==> src/rtl/fifo_pkg.sv <==
// Shared defaults and occupancy typedefs for the synchronous FIFO.
package fifo_pkg;
  localparam int DEFAULT_DSIZE = 8;
  localparam int DEFAULT_ASIZE = 4;

  // Pointer/count types at the default geometry (ASIZE+1 bits, wraps modulo 2*DEPTH).
  typedef logic [DEFAULT_ASIZE:0] ptr_t;
  typedef logic [DEFAULT_ASIZE:0] cnt_t;

  function automatic int depth_of(input int asize);
    return 1 << asize;
  endfunction
endpackage

==> src/rtl/fifo_mem.sv <==
// DEPTH x DSIZE storage: synchronous write port, asynchronous read port.
module fifo_mem #(
  parameter int DSIZE = 8,
  parameter int ASIZE = 4
) (
  input  logic             clk,
  input  logic             we,
  input  logic [ASIZE-1:0] waddr,
  input  logic [DSIZE-1:0] wdata,
  input  logic [ASIZE-1:0] raddr,
  output logic [DSIZE-1:0] rdata
);
  localparam int DEPTH = 1 << ASIZE;

  logic [DSIZE-1:0] mem [DEPTH];

  always_ff @(posedge clk) begin
    if (we) mem[waddr] <= wdata;
  end

  assign rdata = mem[raddr];
endmodule

==> src/rtl/param_sync_fifo.sv <==
// Single-clock FIFO with occupancy count, almost flags and overflow/underflow pulses.
// Define FIFO_FWFT_EN for first-word-fall-through read data; default is registered read.
module param_sync_fifo
  import fifo_pkg::*;
#(
  parameter int DSIZE    = DEFAULT_DSIZE,
  parameter int ASIZE    = DEFAULT_ASIZE,
  parameter int AF_LEVEL = depth_of(ASIZE) - 2,
  parameter int AE_LEVEL = 2
) (
  input  logic             clk,
  input  logic             rst_n,
  input  logic             winc,
  input  logic [DSIZE-1:0] wdata,
  output logic             wfull,
  output logic             walmost_full,
  input  logic             rinc,
  output logic [DSIZE-1:0] rdata,
  output logic             rempty,
  output logic             ralmost_empty,
  output logic [ASIZE:0]   count,
  output logic             wovf,
  output logic             rund
);
  localparam int             DEPTH   = depth_of(ASIZE);
  localparam logic [ASIZE:0] DEPTH_C = (ASIZE+1)'(DEPTH);
  localparam logic [ASIZE:0] AF_C    = (ASIZE+1)'(AF_LEVEL);
  localparam logic [ASIZE:0] AE_C    = (ASIZE+1)'(AE_LEVEL);

  logic [ASIZE:0]   wptr_q, wptr_d, rptr_q, rptr_d;
  logic             wovf_q, wovf_d, rund_q, rund_d;
  logic             wr_en, rd_en;
  logic [DSIZE-1:0] mem_rd;

  // Flags derive only from registered pointers, so accepts show up the cycle after the edge.
  assign count         = wptr_q - rptr_q;
  assign wfull         = (count == DEPTH_C);
  assign rempty        = (count == '0);
  assign walmost_full  = (count >= AF_C);
  assign ralmost_empty = (count <= AE_C);

  always_comb begin
    wr_en  = winc && !wfull;
    rd_en  = rinc && !rempty;
    wptr_d = wptr_q + (ASIZE+1)'(wr_en);
    rptr_d = rptr_q + (ASIZE+1)'(rd_en);
    wovf_d = winc && wfull;
    rund_d = rinc && rempty;
  end

  always_ff @(posedge clk or negedge rst_n) begin
    if (!rst_n) begin
      wptr_q <= '0;
      rptr_q <= '0;
      wovf_q <= 1'b0;
      rund_q <= 1'b0;
    end else begin
      wptr_q <= wptr_d;
      rptr_q <= rptr_d;
      wovf_q <= wovf_d;
      rund_q <= rund_d;
    end
  end

  assign wovf = wovf_q;
  assign rund = rund_q;

  fifo_mem #(.DSIZE(DSIZE), .ASIZE(ASIZE)) u_mem (
    .clk   (clk),
    .we    (wr_en),
    .waddr (wptr_q[ASIZE-1:0]),
    .wdata (wdata),
    .raddr (rptr_q[ASIZE-1:0]),
    .rdata (mem_rd)
  );

`ifdef FIFO_FWFT_EN
  // Head word is presented directly; zero while empty keeps the reset value visible.
  assign rdata = rempty ? '0 : mem_rd;
`else
  logic [DSIZE-1:0] rdata_q, rdata_d;

  always_comb rdata_d = rd_en ? mem_rd : rdata_q;

  always_ff @(posedge clk or negedge rst_n) begin
    if (!rst_n) rdata_q <= '0;
    else        rdata_q <= rdata_d;
  end

  assign rdata = rdata_q;
`endif
endmodule

==> config.mk <==
export PLATFORM = sky130hd
export DESIGN_NAME = param_sync_fifo
export DESIGN_NICKNAME = d
export VERILOG_FILES = /design/src/rtl/fifo_pkg.sv /design/src/rtl/fifo_mem.sv /design/src/rtl/param_sync_fifo.sv
export SDC_FILE = /design/constraint.sdc
export NUM_CORES = 1
export LEC_CHECK = 0
export BUFFER_PORTS_ARGS = -buffer_cell sky130_fd_sc_hd__buf_2
export CAP_MARGIN = 20
export CORE_MARGIN = 10
export CORE_UTILIZATION = 25
export CTS_CLUSTER_SIZE = 10
export DETAILED_ROUTE_END_ITERATION = 8
export GPL_TIMING_DRIVEN = 0
export SLEW_MARGIN = 20
export SYNTH_ARGS = -nofsm -noshare
export SYNTH_HDL_FRONTEND = slang
export SYNTH_SLANG_ARGS = --single-unit
==> constraint.sdc <==
create_clock -name clk -period 9.1 [get_ports clk]
set_input_delay 1.365 -clock clk [delete_from_list [all_inputs] [get_ports clk]]
set_output_delay 1.365 -clock clk [all_outputs]
set_load 0.05 [all_outputs]
==> impl_metrics.toml <==
[layout]
area_growth_syn_to_layout_pct = 21.9
nFillCells = 2245
final_cell_mix = "edfxtp_1 (128), buf_2 (38), mux4_2 (32)"
design_area_um2 = 7170
final_common_cell = "edfxtp_1"
diodes = 0
drive_above_1_share_pct = 36.1
nNetsFinal = 376
instances_no_fill = 687

[die]
die_h_um = 173
rows = 56
die_area_um2 = 30100
core_area_um2 = 23300
initial_utilization_pct = 25.2
ios = 31
fp.dieW_um = 173

[synthesis]
synth_fp_nets = 320
synth_seq_cells = 148
syn_inst = 299
yosysUniqueCellTypes = 29
synth_area_leader_cell = "edfxtp_1"
ys_dominant_reg_cell = "edfxtp_1"
synthArstFlopShare_pct = 13.5
ys_top_cells_by_area = "edfxtp_1 (65%), mux4_2 (12%), dfrtp_1 (8.5%)"
postSynthAreaPerCell_um2 = 19.7
synth_top_area_share_pct = 65.3
synth_area_um2 = 5880
synth_edf_count = 128
synth-seq-area-share_pct = 73.8
yosysWarnings = 0

[routing]
wl_per_cell_um = 18.2
drt_iter0_drc = 181
ant_nets = 0
first_pass_iters = 5
vias_per_cell = 4.31
vias = 2961
drcViolationCount = 0
wirelength_um = 12500

[worst_setup_path]
critPathKind = "flip-flop to output pin"
r2r-start = "rptr_q[1]$_DFF_PN0_"
critPathLaunch = "rptr_q[1]$_DFF_PN0_"
cp.arrival_ps = 3770
start_kind = "flip-flop"
rr_worst_depth = 13
crit_required_ps = 7740
r2r_slack_ps = 4520
reg2reg_to = "wptr_q[2]$_DFF_PN0_"
path_max_fanout = 10
endpoint_kind = "output pin"

[clock_tree]
cts.repair.resized = 0
clkTransAtPathRegs_ps = 70
cts.sinks = 148
cts_hold_buf = 0
cts_tree = "done"
ctsRootBufferMaster = "clkbuf_16"
cts_made_buffers = 17
cts_max_path_buffers = 2
postCtsSetupRepairBufs = 0
clock_latency_ps = 430
htreeDepth = 4

[status]
status = "complete, no violations"

[grt]
grt_start_max_net_pins = 21
grt_usage_pct = 8.65
grt_pass1_wl_um = 19400
antenna_found_initial = 0
grt-ovfl-total = 0
first_global_vias = 3137

[sta]
max_freq_mhz = 195
worst_pin_slew_ps = 917
final_hold_viol_count = 0
finalClockSkew_ps = 15.7
maxSlewHeadroom_pct = 38.5
finalCriticalPeriod_ps = 5140
tns_ps = 0
hold_ws_ps = 488
fin_crit_sh_pct = 56.5
slew_violations = 0
setup_viol = 0
rsz0062_at_grt = "false"

[hold_path]
whs_path_depth = 1
hp-class = "flip-flop to flip-flop"
min_to = "wptr_q[4]$_DFF_PN0_"
holdCritStartpoint = "wptr_q[4]$_DFF_PN0_"

[place]
portBuffers = 30
gp_congestion = 0.772
dp_cells = 655
place_area_um2 = 6560
hpwl_um = 8580

[flow_run]
maxCapViolations = 0
[metrics by stage]
step,worst slack (ps),util [%]
after floorplan,3050,-
after global placement,4140,27.6
after detailed placement,4390,28.1
after CTS,3910,30.7
after global routing,3680,30.7
final,3960,30.7
[metal layers]
metal / vias to the layer above / part of all wire (%) / routed length, µm / GRT usage (%)
met4: 0 / 0.96 / 120 / 2.91
met1: 1560 / 42 / 5310 / 10.5
li1: 1325 / - / - / -
met3: 13 / 4.4 / 545 / 3.03
met5: - / 0 / 0 / 0
met2: 63 / 52 / 6530 / 14.0
[worst max path at each step]
stage | cells after the start | to | slack [ps]
finish | 10 | ralmost_empty | 3960
CTS | 10 | ralmost_empty | 3910
global route | 10 | ralmost_empty | 3680
global placement | 9 | u_mem.mem[4][0]$_DFFE_PP_ | 4140
detailed placement | 10 | ralmost_empty | 4390
floorplan | 9 | ralmost_empty | 3050
[state kept, by name, indices dropped and copies added (netlist names)]
signal	cells
u_mem.mem	128
rdata	8
rptr_q	5
wptr_q	5
rund	1
wovf	1
[critical path: stages, from the launching register on]
cell and delay [ps]:
dfrtp_1 340, clkbuf_1 330, clkbuf_1 590, inv_1 190
fa_1 490, a21o_1 200, a21oi_2 180, xor2_2 240
inv_2 100, a2111oi_0 320, buf_2 350
[final cells by class]
type | instances | area (µm²) | area share, %
Sequential cell | 148 | 4340 | 60.6
Timing Repair Buffer | 37 | 193 | 2.69
Buffer | 12 | 50.0 | 0.698
Clock buffer | 19 | 443 | 6.17
Inverter | 9 | 33.8 | 0.471
Tap cell | 319 | 399 | 5.56
Multi-Input combinational cell | 130 | 1540 | 21.5
Clock inverter | 13 | 173 | 2.41
[synthesized netlist by cell type (2+ instances only)]
library cell  number
nand2b_1           4
edfxtp_1         128
ha_1               8
a22oi_1           16
nor2_1             7
xnor2_1            5
mux4_2            32
nor4_1             6
mux2_2             8
nand3_1            4
dfrtp_1           20
nor3_1            11
and2_1             2
xor2_2             2
buf_2              4
inv_1              8
xor2_1             3
clkbuf_1           8
nand2_1           13
[cells by family after synthesis]
group           after synthesis  share of synthesized area [%]
compound gates               22                           3.13
xor+xnor                     10                           1.74
fa+ha+maj                     9                           2.04
buf+inv                      21                           1.42
flops                       148                           73.8
mux                          40                           13.8
simple gates                 49                           4.06
Power is not shown: default switching activity piles up to over one toggle a cycle in this logic, so the estimate is an artifact.
